### src/rtl/antitheft_timer_if.sv
// ---------------------------------------------------------------------------
// | Module   : antitheft_timer_if                                           |
// | Desc     : Request/parameter bundle between the anti-theft controller   |
// |            FSM (master) and the programmable countdown timer (slave).   |
// | Revision : 1.0 - initial release                                        |
// ---------------------------------------------------------------------------
`default_nettype none

interface antitheft_timer_if #(
  parameter int W = 4
) ();

  logic         one_hz_enable;   // one-clock tick, once per second
  logic         start_timer;     // level: countdown wanted
  logic [1:0]   interval;        // parameter select for the countdown
  logic         reprogram;       // one-clock write strobe
  logic [1:0]   time_param_sel;  // parameter index to write
  logic [W-1:0] time_value;      // value to write
  logic         expired;         // one-clock pulse at end of countdown
  logic [W-1:0] seconds_left;    // remaining seconds, 0 when idle

  // Controller side: issues requests, observes completion.
  modport master (
    output one_hz_enable,
    output start_timer,
    output interval,
    output reprogram,
    output time_param_sel,
    output time_value,
    input  expired,
    input  seconds_left
  );

  // Timer side.
  modport slave (
    input  one_hz_enable,
    input  start_timer,
    input  interval,
    input  reprogram,
    input  time_param_sel,
    input  time_value,
    output expired,
    output seconds_left
  );

endinterface

`default_nettype wire

### src/rtl/antitheft_timer.sv
// ---------------------------------------------------------------------------
// | Module   : antitheft_timer                                              |
// | Desc     : Programmable seconds countdown for the anti-theft controller.|
// |            Holds four reprogrammable time parameters, counts the        |
// |            selected one down on the 1 Hz tick and pulses 'expired'.     |
// | Config   : ANTITHEFT_FAST_TICK_EN - every clock is a tick (debug).      |
// | Revision : 1.0 - initial release                                        |
// ---------------------------------------------------------------------------
`default_nettype none

module antitheft_timer #(
  parameter int W                 = 4,
  parameter int T_ARM_DELAY       = 6,
  parameter int T_DRIVER_DELAY    = 8,
  parameter int T_PASSENGER_DELAY = 15,
  parameter int T_ALARM_ON        = 10
) (
  input  wire logic         clock,
  input  wire logic         reset,   // asynchronous, active-low
  antitheft_timer_if.slave  bus
);

  typedef enum logic [1:0] {
    ST_IDLE  = 2'd0,
    ST_COUNT = 2'd1,
    ST_DONE  = 2'd2
  } state_t;

  localparam logic [W-1:0] c_one  = W'(1);
  localparam logic [W-1:0] c_zero = '0;

  state_t       r_state;
  state_t       w_state_nxt;
  logic [W-1:0] r_count;
  logic [W-1:0] w_count_nxt;
  logic [1:0]   r_latched;
  logic [1:0]   w_latched_nxt;
  logic         r_expired;
  logic         w_expired_nxt;
  logic [W-1:0] r_table [4];
  logic [W-1:0] w_wr_val;
  logic [W-1:0] w_load_val;
  logic         w_tick;

`ifdef ANTITHEFT_FAST_TICK_EN
  // Debug build: the 1 Hz input is ignored, every cycle counts as a second.
  assign w_tick = 1'b1;
`else
  assign w_tick = bus.one_hz_enable;
`endif

  // A programmed time of zero would never expire cleanly; clamp to 1 s.
  assign w_wr_val   = (bus.time_value == c_zero) ? c_one : bus.time_value;
  assign w_load_val = r_table[bus.interval];

  // Parameter table: restored to build-time defaults on reset, written on reprogram.
  always_ff @(posedge clock or negedge reset) begin
    if (!reset) begin
      r_table[0] <= W'(T_ARM_DELAY);
      r_table[1] <= W'(T_DRIVER_DELAY);
      r_table[2] <= W'(T_PASSENGER_DELAY);
      r_table[3] <= W'(T_ALARM_ON);
    end else if (bus.reprogram) begin
      r_table[bus.time_param_sel] <= w_wr_val;
    end
  end

  // State, counter, latched interval and registered expiry pulse.
  always_ff @(posedge clock or negedge reset) begin
    if (!reset) begin
      r_state   <= ST_IDLE;
      r_count   <= c_zero;
      r_latched <= 2'd0;
      r_expired <= 1'b0;
    end else begin
      r_state   <= w_state_nxt;
      r_count   <= w_count_nxt;
      r_latched <= w_latched_nxt;
      r_expired <= w_expired_nxt;
    end
  end

  // Next-state logic. Priority in COUNT/DONE: reprogram abort, start drop,
  // interval reload, then the tick. A load therefore swallows a same-cycle
  // tick, and a reload on the final tick suppresses the expiry pulse.
  always_comb begin
    w_state_nxt   = r_state;
    w_count_nxt   = r_count;
    w_latched_nxt = r_latched;
    w_expired_nxt = 1'b0;
    case (r_state)
      ST_IDLE: begin
        w_count_nxt = c_zero;
        if (bus.start_timer && !bus.reprogram) begin
          w_count_nxt   = w_load_val;
          w_latched_nxt = bus.interval;
          w_state_nxt   = ST_COUNT;
        end
      end
      ST_COUNT, ST_DONE: begin
        if (bus.reprogram || !bus.start_timer) begin
          w_count_nxt = c_zero;
          w_state_nxt = ST_IDLE;
        end else if (bus.interval != r_latched) begin
          w_count_nxt   = w_load_val;
          w_latched_nxt = bus.interval;
          w_state_nxt   = ST_COUNT;
        end else if ((r_state == ST_COUNT) && w_tick) begin
          if (r_count <= c_one) begin
            // Final second: DONE has no path back to here without a load,
            // so the pulse can never repeat on the next cycle.
            w_count_nxt   = c_zero;
            w_expired_nxt = 1'b1;
            w_state_nxt   = ST_DONE;
          end else begin
            w_count_nxt = r_count - c_one;
          end
        end
      end
      default: begin
        w_count_nxt = c_zero;
        w_state_nxt = ST_IDLE;
      end
    endcase
  end

  assign bus.expired      = r_expired;
  assign bus.seconds_left = r_count;

endmodule

`default_nettype wire

### src/flat_wrapper.sv
// flat-port wrapper written by rule: the top's interface ports become plain ports
module antitheft_timer_flat 
#(
  parameter int W                 = 4,
  parameter int T_ARM_DELAY       = 6,
  parameter int T_DRIVER_DELAY    = 8,
  parameter int T_PASSENGER_DELAY = 15,
  parameter int T_ALARM_ON        = 10
)
  (clock, reset, bus_one_hz_enable, bus_start_timer, bus_interval, bus_reprogram, bus_time_param_sel, bus_time_value, bus_expired, bus_seconds_left);
  antitheft_timer_if #(.W(W)) bus_i ();
  input  wire logic clock;
  input  wire logic reset;
  input wire logic [$bits(bus_i.one_hz_enable)-1:0] bus_one_hz_enable;
  input wire logic [$bits(bus_i.start_timer)-1:0] bus_start_timer;
  input wire logic [$bits(bus_i.interval)-1:0] bus_interval;
  input wire logic [$bits(bus_i.reprogram)-1:0] bus_reprogram;
  input wire logic [$bits(bus_i.time_param_sel)-1:0] bus_time_param_sel;
  input wire logic [$bits(bus_i.time_value)-1:0] bus_time_value;
  output wire logic [$bits(bus_i.expired)-1:0] bus_expired;
  output wire logic [$bits(bus_i.seconds_left)-1:0] bus_seconds_left;
  assign bus_i.one_hz_enable = bus_one_hz_enable;
  assign bus_i.start_timer = bus_start_timer;
  assign bus_i.interval = bus_interval;
  assign bus_i.reprogram = bus_reprogram;
  assign bus_i.time_param_sel = bus_time_param_sel;
  assign bus_i.time_value = bus_time_value;
  assign bus_expired = bus_i.expired;
  assign bus_seconds_left = bus_i.seconds_left;
  antitheft_timer #(.W(W), .T_ARM_DELAY(T_ARM_DELAY), .T_DRIVER_DELAY(T_DRIVER_DELAY), .T_PASSENGER_DELAY(T_PASSENGER_DELAY), .T_ALARM_ON(T_ALARM_ON)) u_core (.clock(clock), .reset(reset), .bus(bus_i));
endmodule
### config.mk
export PLATFORM = sky130hd
export DESIGN_NAME = antitheft_timer_flat
export DESIGN_NICKNAME = d
export VERILOG_FILES = /design/src/rtl/antitheft_timer_if.sv /design/src/rtl/antitheft_timer.sv /design/src/flat_wrapper.sv
export SDC_FILE = /design/constraint.sdc
export NUM_CORES = 1
export LEC_CHECK = 0
export CORE_ASPECT_RATIO = 1.5
export CORE_UTILIZATION = 58
export CTS_CLUSTER_SIZE = 16
export DETAILED_ROUTE_END_ITERATION = 10
export PLACE_DENSITY = 0.86
export RECOVER_POWER = 100
export SLEW_MARGIN = 0
export SYNTH_ARGS = -nofsm -noshare
export SYNTH_HDL_FRONTEND = slang
export SYNTH_SLANG_ARGS = --single-unit
### constraint.sdc
create_clock -name clock -period 3.2 [get_ports clock]
set_input_delay 0.32 -clock clock [delete_from_list [all_inputs] [get_ports clock]]
set_output_delay 0.32 -clock clock [all_outputs]
set_load 0.02 [all_outputs]
Yosys cells after proc, flatten, opt, wreduce, memory -nomap -nowiden
Cells that the tools add are included.

cells by class
  add/subtract/negate cells = 1
  multiply operators = 0
  divide/modulo/power cells = 0
  $lt $le $gt $ge = 4
  equal/unequal tests = 8
  shift operators = 0
  muxes and demuxes = 28
  bitwise operators = 2
  reduce and logical (&&, ||, !) cells = 12

operators by type and width
  cell                                                                              count
  4-bit two-way mux                                                                 9
  16-bit bitwise mux                                                                1
  2-bit two-way mux                                                                 8
  4-bit binary-select mux with 2-bit select                                         1
  4-bit demux with 2-bit select                                                     1
  4-bit by 1-bit != test with 1-bit output, second input constant                   2
  2-bit case mux with 2 select lines                                                2
  4-bit case mux with 2 select lines                                                1
  3-bit greater-or-equal comparator, second input constant                          2
  2-bit NOT with 3-bit output                                                       2
  1-bit two-way mux                                                                 5
  4-bit by 1-bit less-or-equal comparator with 1-bit output, second input constant  1
  4-bit logical NOT                                                                 1
  2-bit by 1-bit != test with 1-bit output, second input constant                   2
  4-bit AND reduction                                                               1
  4-bit by 1-bit subtractor with 4-bit output, second input constant                1
  1-bit logical AND                                                                 3
  3-bit by 1-bit less-than comparator with 1-bit output, second input constant      1
  3-bit AND reduction                                                               1
  2-bit by 1-bit equality test with 1-bit output, second input constant             1
  2-bit equality test, second input constant                                        1
  1-bit logical NOT                                                                 2
  2-bit logical NOT                                                                 1
  2-bit != test                                                                     1
  other kinds (4)                                                                   4

word-level totals
  flip-flop bits (word level) = 25
  latch bits = 0
  bits in writable memories = 0
  ROM bits = 0
  input port bits = 13
  word-level logic and storage cells = 63
  memories = 0

Longest topological paths before layout
Gate-level depths: netlist of run 1.

  depth in word-level cells = 7
  gate-level depth with buffers = 6

Least setup slack after synthesis of run 1
Ideal clock, no wire load.

  path kind = flip-flop to flip-flop
  start = register u_core.r_count[0], in the netlist u_core.bus.seconds_left[0]
  end = register u_core.r_state[1]
  library setup time = 0.121 ns
  arrival time = 1.613 ns
  required time = 3.079 ns
  slack = 1.466 ns
  cell stages (with the launch flop) = 7
  period minus slack after synthesis = 1.734 ns
  cell sequence = dfrtp_1 > inv_1 > ha_1 > nor2_1 > or4_1 > a22o_1 > a22o_1

between the ends
  longest elaborated chain between the ends = 3

RTL lines
  item                                                       line                    source
  from (decl)                                                antitheft_timer.sv:34   logic [W-1:0] r_count;
  from (signal assigned)                                     antitheft_timer.sv:72   r_count <= c_zero;
  from (signal assigned)                                     antitheft_timer.sv:77   r_count <= w_count_nxt;
  4-bit by 1-bit less-or-equal comparator with 1-bit output  antitheft_timer.sv:109  if (r_count <= c_one) begin
  4-bit by 1-bit != test with 1-bit output (no line)         --
  3-bit AND reduction (no line)                              --
  to (signal assigned)                                       antitheft_timer.sv:76   r_state <= w_state_nxt;
  to (decl)                                                  antitheft_timer.sv:32   state_t r_state;

No other way between the ends.
A chain may end at the register's enable or synchronous reset.

Worst setup path in the final report of run 1
  start = register u_core.r_state[0]
  end = register u_core.r_count[3], in the netlist u_core.bus.seconds_left[3]

between the ends
  longest elaborated chain between the ends = 3
  elaborated cells on any way between the ends = 7

RTL lines
  item                                                                                                      line
  2-bit equality test or 2-bit by 1-bit equality test with 1-bit output (tied branches)                     antitheft_timer.sv:91, antitheft_timer.sv:108
  2-bit OR reduction or 1-bit logical AND (tied branches)                                                   antitheft_timer.sv:91, antitheft_timer.sv:108
  4-bit by 1-bit != test with 1-bit output (no line) or 4-bit case mux with 2 select lines (tied branches)  --

Several ways; a longest one is shown, not always the timed one.

==> metrics.cfg, run 1 <==
[routing]
postRouteAntennaNets=0
via_per_inst=6.16
first_pass_iters=4
drcViolationCount=0
wl_per_cell_um=16.6
totalWireLength_mm=2.62
via_count=974
drt-initial-drc-count=39

[die]
fp.dieArea_um2=2560
io_pins=18
fp.dieH_um=61.5
die_x_um=41.6
core_um2=2230
num_rows=21
start_util_pct=61.2

[yosys]
yosys_warnings=0
synth_edf_count=0
yosysTopAreaCell=dfrtp_1
postSynthAreaPerCell_um2=11.9
ys_types=36
syn_nets=133
synth.top_cell.area_share_pct=29.3
async_flop_share_pct=100
yosys-top-cells-count=dfrtp_1 (16), mux2_2 (14), dfstp_2 (9), nand2_1 (9), inv_1 (8)
yosysMostFrequentCell=dfrtp_1
synth_area_um2=1370
ys_top_cells_by_area=dfrtp_1 (29%), dfstp_2 (17%), mux2_2 (12%)
ys.flop_type=dfrtp_1
syn_inst=115
seq_area_frac_synth_pct=46.6
yosys_register_bits=25

[run]
cap_violations=0

[setup_path]
required_ps=3440
arrival_ps=2320
timing.rr.start=u_core.r_state[0]$_DFFE_PN0P_
crit_type=reg -> reg
end_kind=register
slowest_stage=nor4b_1
crit_path_max_fanout=5
crit_path_start=u_core.r_state[0]$_DFFE_PN0P_
cp-start-kind=register
slowest_delay_ps=740
crit_chain=inv_1 > ha_1 > nand3b_1 > nor4b_1 > a31oi_1 > o221ai_1

[timing]
post-route-min-period_ps=2080
worst_slew_margin_rel_pct=30.7
finalClockSkew_ps=4.42
whs_ps=496
worst_pin_slew_ps=1040
max_freq_mhz=481
setup_viol=0
finalHoldViolCount=0
rsz0062_at_grt=no
finalCritPeriodShare_pct=64.9
setup_tns_ps=0
drv_slew=0

[place]
gp_congestion=0.887
io_buffers=17
dp.final_hpwl_mm=2.06

[min_path]
worstHoldStart=u_core.r_table[4]$_DFFE_PN1P_
hp-class=reg -> reg

[cts]
cts_tree=built
clockRootBuffer=clkbuf_4
clock_latency_ps=320
htreeDepth=1
path_clk_slew_ps=130
cts_resized=0
cts_buffer_depth=2
numCtsBuffers=3
cts.sinks=25
cts_hold_buffers=0
cts_setup_buffers=0

[power_and_ir_drop]
p_leak_nw=0.669
p_per_area_nw_per_um2=586
total_power_w=0.000922
ir_worst_vdd_mv=0.339

[global_routing]
gr-total-overflow=0
antenna_found_initial=0
grtUsageTotal_pct=22.7
grt_max_degree=24
grt_pass1_vias=969
grt_pass1_wl_mm=4.26

[layout]
area_growth_pct=15.1
final_nets=154
n_antenna_cell=0
drive_gt1_share_pct=19.3

[status]
status=finished, final reports clean

## flip-flops by register name (all words and copies together) (netlist names)
signal                   cells
u_core.r_table              16
u_core.bus.seconds_left      4
u_core.r_latched             2
u_core.r_state               2
u_core.bus.expired           1
## where the power goes
part           internal [W]  switching, W
logic              0.000167      0.000166
registers          0.000397     0.0000511
clock network     0.0000489     0.0000924
## final cells by class
cell class,instances,area (µm²)
fill,168,659
tap,23,28.8
clock buffer,4,26.3
multi-input combinational,80,678
timing repair buffer,18,174
inverter,8,30.0
sequential,25,637
## per-stage QoR
step                setup slack, ps  utilization [%]  instances  cell area, µm²
global placement               1070             69.7        154            1560
detailed placement             1060             69.7        154            1560
global route                    971             70.5        158            1570
CTS                            1300             70.9        158            1580
finish                         1120             70.5        158            1570
floorplan                      1470                -        115            1370
## cells in the final DEF, fill, tap and decap left out, types with 2 or more instances in the layout
cell             instances
dfrtp_1                 16
mux2_2                  13
clkdlybuf4s50_1         10
nand2_1                  9
dfstp_2                  9
inv_1                    8
nor2_1                   7
dlygate4sd3_1            7
ha_1                     5
o21ai_0                  4
nand3b_1                 3
a21oi_1                  3
mux4_1                   3
o221ai_1                 3
clkbuf_4                 3
xor2_1                   2
nor3_1                   2
nand2b_1                 2
xnor2_1                  2
a21boi_0                 2
a22o_1                   2
nand3_1                  2
clkbuf_1                 2
## cells by family (layout without fill, tap and decap cells)
| kind of cell | Yosys count | count (layout) | share of synthesized area [%] |
|---|---|---|---|
| AND/OR/NAND/NOR | 31 | 31 | 12.3 |
| buffers and inverters | 10 | 30 | 3.38 |
| AO/OA/AOI/OAI | 21 | 21 | 11.0 |
| multiplexers | 19 | 19 | 19.7 |
| flip-flops | 25 | 25 | 46.6 |
| adder cells (fa/ha/maj) | 5 | 5 | 4.57 |
| XOR/XNOR | 4 | 4 | 2.56 |
## metal layers
layer | wire length, µm | GRT usage [%] | part of all wire [%] | vias up
met2 | 1490 | 44.9 | 57 | 25
li1 | - | - | - | 465
met4 | 54 | 11.1 | 2.1 | 0
met5 | 0 | 0 | 0 | -
met1 | 989 | 23.9 | 38 | 478
met3 | 79 | 2.64 | 3.0 | 6
## worst paths after layout
check / to / slack (ps) / cells after the start
max in group asynchronous: u_core.r_table[1]$_DFFE_PN1P_ / 1900 / 2
worst min register to register: u_core.r_table[4]$_DFFE_PN1P_ / 500 / 2
worst max-delay path: u_core.bus.seconds_left[3]$_DFFE_PN0N_ / 1120 / 6
worst max register to register: u_core.bus.seconds_left[3]$_DFFE_PN0N_ / 1120 / 6
worst min-delay path: u_core.r_table[4]$_DFFE_PN1P_ / 500 / 2
min in group asynchronous: u_core.bus.seconds_left[0]$_DFFE_PN0N_ / 610 / 1
## critical path: cells and delay by family, from the launching register on
kind,cells,cell delay [ps]
compound gates,2,300
fa+ha+maj,1,360
buf+inv,1,70
flops,1,400
simple gates,2,880
No activity file was read; power rests on OpenSTA's default activity.
==> run 2: changes to the inputs <==
--- a/config.mk
+++ b/config.mk
@@ -6,10 +6,10 @@
 export NUM_CORES = 1
 export LEC_CHECK = 0
 export CORE_ASPECT_RATIO = 1.5
-export CORE_UTILIZATION = 58
+export CORE_UTILIZATION = 48
 export CTS_CLUSTER_SIZE = 16
 export DETAILED_ROUTE_END_ITERATION = 10
-export PLACE_DENSITY = 0.86
+export PLACE_DENSITY = 0.77
 export RECOVER_POWER = 100
 export SLEW_MARGIN = 0
 export SYNTH_ARGS = -nofsm -noshare
==> constraint.sdc (replaced) <==
create_clock -name clock -period 1.8 [get_ports clock]
set_input_delay 0.18 -clock clock [delete_from_list [all_inputs] [get_ports clock]]
set_output_delay 0.18 -clock clock [all_outputs]
set_load 0.02 [all_outputs]
==> metrics.cfg, run 2 (synthesis gave the netlist of run 1 again) <==
[timing]
finalCritPeriodShare_pct=97.5  ; +33 points
worst_slew_margin_rel_pct=69.5  ; +39 points
finalClockSkew_ps=10.6  ; +6.19 ps
setup_ws_ps=44.2  ; -1080 ps
setup_tns_ps=0  ; unchanged
max_freq_mhz=570  ; +18%
rsz0062_at_grt=yes
setup_viol=0  ; unchanged
drv_slew=0  ; unchanged
worst_pin_slew_ps=456  ; -580 ps
finalHoldViolCount=0  ; unchanged
post-route-min-period_ps=1760  ; -322 ps

[cts]
htreeDepth=1  ; unchanged
clock_latency_ps=270  ; -50 ps
cts_tree=built
cts_buffer_depth=2  ; unchanged
cts.sinks=25  ; unchanged
numCtsBuffers=3  ; unchanged
cts_hold_buffers=0  ; unchanged
clockRootBuffer=clkbuf_8
path_clk_slew_ps=90  ; -40 ps

[routing]
via_count=1004  ; +3.1%
via_per_inst=5.37  ; -13%
totalWireLength_mm=2.70  ; +3.1%
drcViolationCount=0  ; unchanged
drt-initial-drc-count=7  ; -82%
first_pass_iters=4  ; unchanged
wl_per_cell_um=14.4  ; -13%
postRouteAntennaNets=0  ; unchanged

[die]
num_rows=23  ; +9.5%
fp.dieH_um=67.4  ; +9.6%
die_x_um=45.6  ; +9.4%
start_util_pct=51.1  ; -10 points
core_um2=2680  ; +20%
fp.dieArea_um2=3070  ; +20%
io_pins=18  ; unchanged

[layout]
largest_reg_flops=16  ; unchanged
drive_gt1_share_pct=34.0  ; +15 points
final_nets=169  ; +9.7%
final_cell_mix=dfrtp_1 (15), mux2_2 (14), clkdlybuf4s50_1 (14)
area_growth_pct=29.4
max_flop_register=u_core.r_table
layout_commonest_cell=dfrtp_1
n_antenna_cell=0  ; unchanged

[power_and_ir_drop]
ir_worst_vdd_mv=0.630  ; +86%
p_per_area_nw_per_um2=1070  ; +83%
p_leak_nw=0.742  ; +11%

[setup_path]
crit_path_max_fanout=2  ; -3
cp-start-kind=register
end_kind=register
arrival_ps=1920  ; -400 ps
crit_type=reg -> reg
timing.rr.start=u_core.r_state[1]$_DFFE_PN0P_
r2r_cells=6  ; unchanged
r2r-end=u_core.r_state[1]$_DFFE_PN0P_
required_ps=1970  ; -1470 ps
timing.reg2reg.setup_slack_ps=40  ; -1080 ps

[run]
cap_violations=0  ; unchanged

[place]
dp_slack_ps=-63.8  ; -1120 ps
io_buffers=17  ; unchanged
dp.final_hpwl_mm=2.13  ; +3.3%
gp_congestion=0.836  ; -5.8%

[min_path]
hp-class=in -> async

[global_routing]
grt_max_degree=26  ; +8.3%
grt_pass1_vias=1080  ; +11%
antenna_found_initial=0  ; unchanged
grt_pass1_wl_mm=4.55  ; +6.8%
gr-total-overflow=0  ; unchanged
grtUsageTotal_pct=20.6  ; -2.1 points

[status]
status=finished, final reports clean

run 2: layout make-up:
| class | count | area (µm²) |
|---|---|---|
| inverters | 8 | 30.0 |
| flip-flops and latches | 25 | 638 |
| repair buffers | 33 | 287 |
| fillers | 227 | 907 |
| well taps | 37 | 46.3 |
| multi-input cells | 80 | 723 |
| clock buffers | 4 | 45.0 |
run 2: power by group:
part / total (W) / switching, W / internal [W]
clock network: 0.000333 / 0.000174 / 0.000158
logic: 0.000775 / 0.000352 / 0.000423
registers: 0.000793 / 0.0000857 / 0.000707
total: 0.00190 / 0.000613 / 0.00129
run 2: per-stage QoR:
step	hold slack, ps	instances	util (%)	power, W	instance area [µm²]
after floorplan	-116	115	-	0.00122	1370
after global placement	453	180	62.2	0.00145	1670
after detailed placement	476	180	62.2	0.00149	1670
after CTS	281	185	64.4	0.00182	1720
after global routing	368	187	66.1	0.00203	1770
final	332	187	66.1	0.00190	1770
run 2: metal layers:
layer / wire length (µm) / share of wire, % / vias up / GRT usage [%]
met5: 0 / 0 / - / 0
met4: 60 / 2.2 / 0 / 9.47
met3: 72 / 2.7 / 7 / 2.41
met2: 1510 / 56 / 25 / 38.0
met1: 1060 / 39 / 477 / 22.5
li1: - / - / 495 / -
run 2: how the worst max path moves through the flow:
stage / startpoint / slack [ps] / end
6_report: u_core.r_state[1]$_DFFE_PN0P_ / 40 / u_core.r_state[1]$_DFFE_PN0P_
4_1_cts: u_core.bus.seconds_left[0]$_DFFE_PN0N_ / 20 / u_core.r_state[1]$_DFFE_PN0P_
2_1_floorplan: u_core.bus.seconds_left[0]$_DFFE_PN0N_ / 70 / u_core.r_state[1]$_DFFE_PN0P_
3_5_place_dp: bus_interval[0] / -60 / u_core.bus.seconds_left[0]$_DFFE_PN0N_
5_1_grt: u_core.r_state[1]$_DFFE_PN0P_ / -20 / u_core.r_state[1]$_DFFE_PN0P_
3_3_place_gp: bus_interval[0] / -10 / u_core.bus.seconds_left[0]$_DFFE_PN0N_
run 2: critical path, cell delays in order, from the launching register on:
cell and delay (ps):
dfrtp_1 400, inv_2 80, ha_1 160, nand2_1 70
or4_4 480, a22o_1 220, a22o_1 240
run 2: what timing repair did:
action	CTS	global route
gates resized for setup	1	10
buffers inserted	1	2
setup endpoints to repair	5	6
pin swaps	0	4
==> run 3: changes to the inputs <==
--- a/config.mk
+++ b/config.mk
@@ -5,7 +5,7 @@
 export SDC_FILE = /design/constraint.sdc
 export NUM_CORES = 1
 export LEC_CHECK = 0
-export CORE_ASPECT_RATIO = 1.5
+export CORE_ASPECT_RATIO = 0.7
 export CORE_UTILIZATION = 48
 export CTS_CLUSTER_SIZE = 16
 export DETAILED_ROUTE_END_ITERATION = 10
==> metrics.cfg, run 3 (synthesis gave the netlist of run 1 again) <==
[status]
status=finished, final reports clean

[cts]
cts_buffer_depth=2  ; unchanged
cts_tree=built
cts.sinks=25  ; unchanged
path_clk_slew_ps=90  ; about the same
clockRootBuffer=clkbuf_8
htreeDepth=1  ; unchanged
clock_latency_ps=270  ; about the same
numCtsBuffers=3  ; unchanged
cts_hold_buffers=0  ; unchanged

[layout]
final_nets=169  ; unchanged
max_flop_register=u_core.r_table
drive_gt1_share_pct=29.3  ; -4.7 points
fillCellCount=191  ; -16%
final_cell_mix=dfrtp_1 (15), mux2_2 (14), clkdlybuf4s50_1 (11)
layout_commonest_cell=dfrtp_1
instances_no_fill=184  ; -1.6%
area_growth_pct=25.8
n_antenna_cell=0  ; unchanged
largest_reg_flops=16  ; unchanged

[timing]
worst_pin_slew_ps=1350  ; +890 ps
worst_slew_margin_rel_pct=10.3  ; -59 points
post-route-min-period_ps=1780  ; +22.7 ps
whs_ps=481  ; +149 ps
setup_ws_ps=21.5  ; -22.7 ps
finalHoldViolCount=0  ; unchanged
setup_viol=0  ; unchanged
max_freq_mhz=562  ; -1.3%
drv_slew=0  ; unchanged
rsz0062_at_grt=yes
finalClockSkew_ps=5.75  ; -4.86 ps
finalCritPeriodShare_pct=98.8  ; +1.3 points

[routing]
drcViolationCount=0  ; unchanged
via_per_inst=5.52  ; +2.8%
top_layer=met4
drt-initial-drc-count=75  ; +68
wl_per_cell_um=14.5  ; +0.76%
first_pass_iters=4  ; unchanged
totalWireLength_mm=2.68  ; -0.85%
dr_wl_met2_mm=1.25  ; -17%
drt-met1-wl_mm=1.28  ; +21%
via_count=1016  ; +1.2%
wl_met3_um=129  ; +79%
postRouteAntennaNets=0  ; unchanged

[setup_path]
required_ps=1970  ; about the same
crit_path_max_fanout=3  ; +1
crit_type=reg -> reg
path_common_cell=a22o_1
path_delay_family=simple AND/OR/NAND/NOR gates
path_buf_inv=1  ; unchanged
timing.reg2reg.setup_slack_ps=20  ; -20 ps
arrival_ps=1950  ; +30 ps
cp-start-kind=register
slowest_delay_ps=480  ; about the same
slowest_stage=or4_4
end_kind=register
crit_chain=inv_1 > ha_1 > nand2_1 > or4_4 > a22o_1 > a22o_1

[run]
cap_violations=0  ; unchanged

[place]
gp_congestion=0.865  ; +3.5%
io_buffers=17  ; unchanged
dp.cells=180  ; unchanged
dp_slack_ps=-39.7  ; +24.2 ps
dp.final_hpwl_mm=2.04  ; -4.0%

[power_and_ir_drop]
p_per_area_nw_per_um2=1060  ; -1.0%
ir_worst_vdd_mv=0.605  ; -4.0%
p_leak_nw=0.737  ; -0.70%

[die]
fp.dieArea_um2=3070  ; about the same
start_util_pct=53.2  ; +2.1 points
fp.dieH_um=46.7  ; -31%
io_pins=18  ; unchanged
core_um2=2570  ; -3.9%
num_rows=15  ; -35%
die_x_um=65.8  ; +44%

[global_routing]
grt_pass1_wl_mm=4.67  ; +2.6%
antenna_found_initial=0  ; unchanged
grt_pass1_vias=1050  ; -2.8%
grt_max_degree=26  ; unchanged
gr-total-overflow=0  ; unchanged
grtUsageTotal_pct=21.3  ; +0.69 points

[min_path]
hp-class=reg -> reg

[run 3: final cells by class]
class,instances,area [µm²],share of cell area (%)
multi-input cells,80,696,40.4
flip-flops and latches,25,638,37.1
repair buffers,33,269,15.6
clock buffers,4,45.0,2.62
well taps,34,42.5,2.47
inverters,8,30.0,1.75
[run 3: where the power goes]
| part | internal (W) | switching [W] | total (W) |
|---|---|---|---|
| sequential | 0.000707 | 0.0000818 | 0.000788 |
| clock | 0.000158 | 0.000172 | 0.000330 |
| combinational | 0.000384 | 0.000327 | 0.000710 |
| total | 0.00125 | 0.000580 | 0.00183 |
[run 3: worst paths after layout]
check	startpoint	cells after the start	end
min reg2reg	u_core.r_table[8]$_DFFE_PN0P_	2	u_core.r_table[8]$_DFFE_PN0P_
max reg2reg	u_core.r_state[1]$_DFFE_PN0P_	6	u_core.r_state[1]$_DFFE_PN0P_
max in group asynchronous	reset	2	u_core.bus.seconds_left[0]$_DFFE_PN0N_
min in group asynchronous	reset	2	u_core.r_table[9]$_DFFE_PN0P_
max	u_core.r_state[1]$_DFFE_PN0P_	6	u_core.r_state[1]$_DFFE_PN0P_
min	u_core.r_table[8]$_DFFE_PN0P_	2	u_core.r_table[8]$_DFFE_PN0P_
[run 3: stage by stage]
stage | utilization, % | total power, W | area (µm²) | TNS [ps]
2_1_floorplan | - | 0.00122 | 1370 | 0
3_3_place_gp | 65.5 | 0.00149 | 1680 | -6.80
3_5_place_dp | 65.5 | 0.00151 | 1680 | -83.9
4_1_cts | 67.3 | 0.00184 | 1730 | 0
5_1_grt | 66.9 | 0.00196 | 1720 | -34.3
6_report | 66.9 | 0.00183 | 1720 | 0
[run 3: metal layers]
metal	GRT usage, %	vias to the layer above
li1	-	492
met3	5.20	4
met4	6.96	0
met1	27.6	491
met5	0	-
met2	35.5	29
[run 3: repair_timing]
item | in CTS | in global routing
buffers inserted | 0 | 0
hold endpoints to repair | 0 | 0
gates resized for setup | 0 | 5
setup endpoints to repair | 0 | 5
[run 3: worst min-delay path, delay by kind of cell (launching register included)]
kind / cells / cell delay, ps
AO/OA/AOI/OAI: 1 / 60
AND/OR/NAND/NOR: 1 / 40
flip-flops: 1 / 340
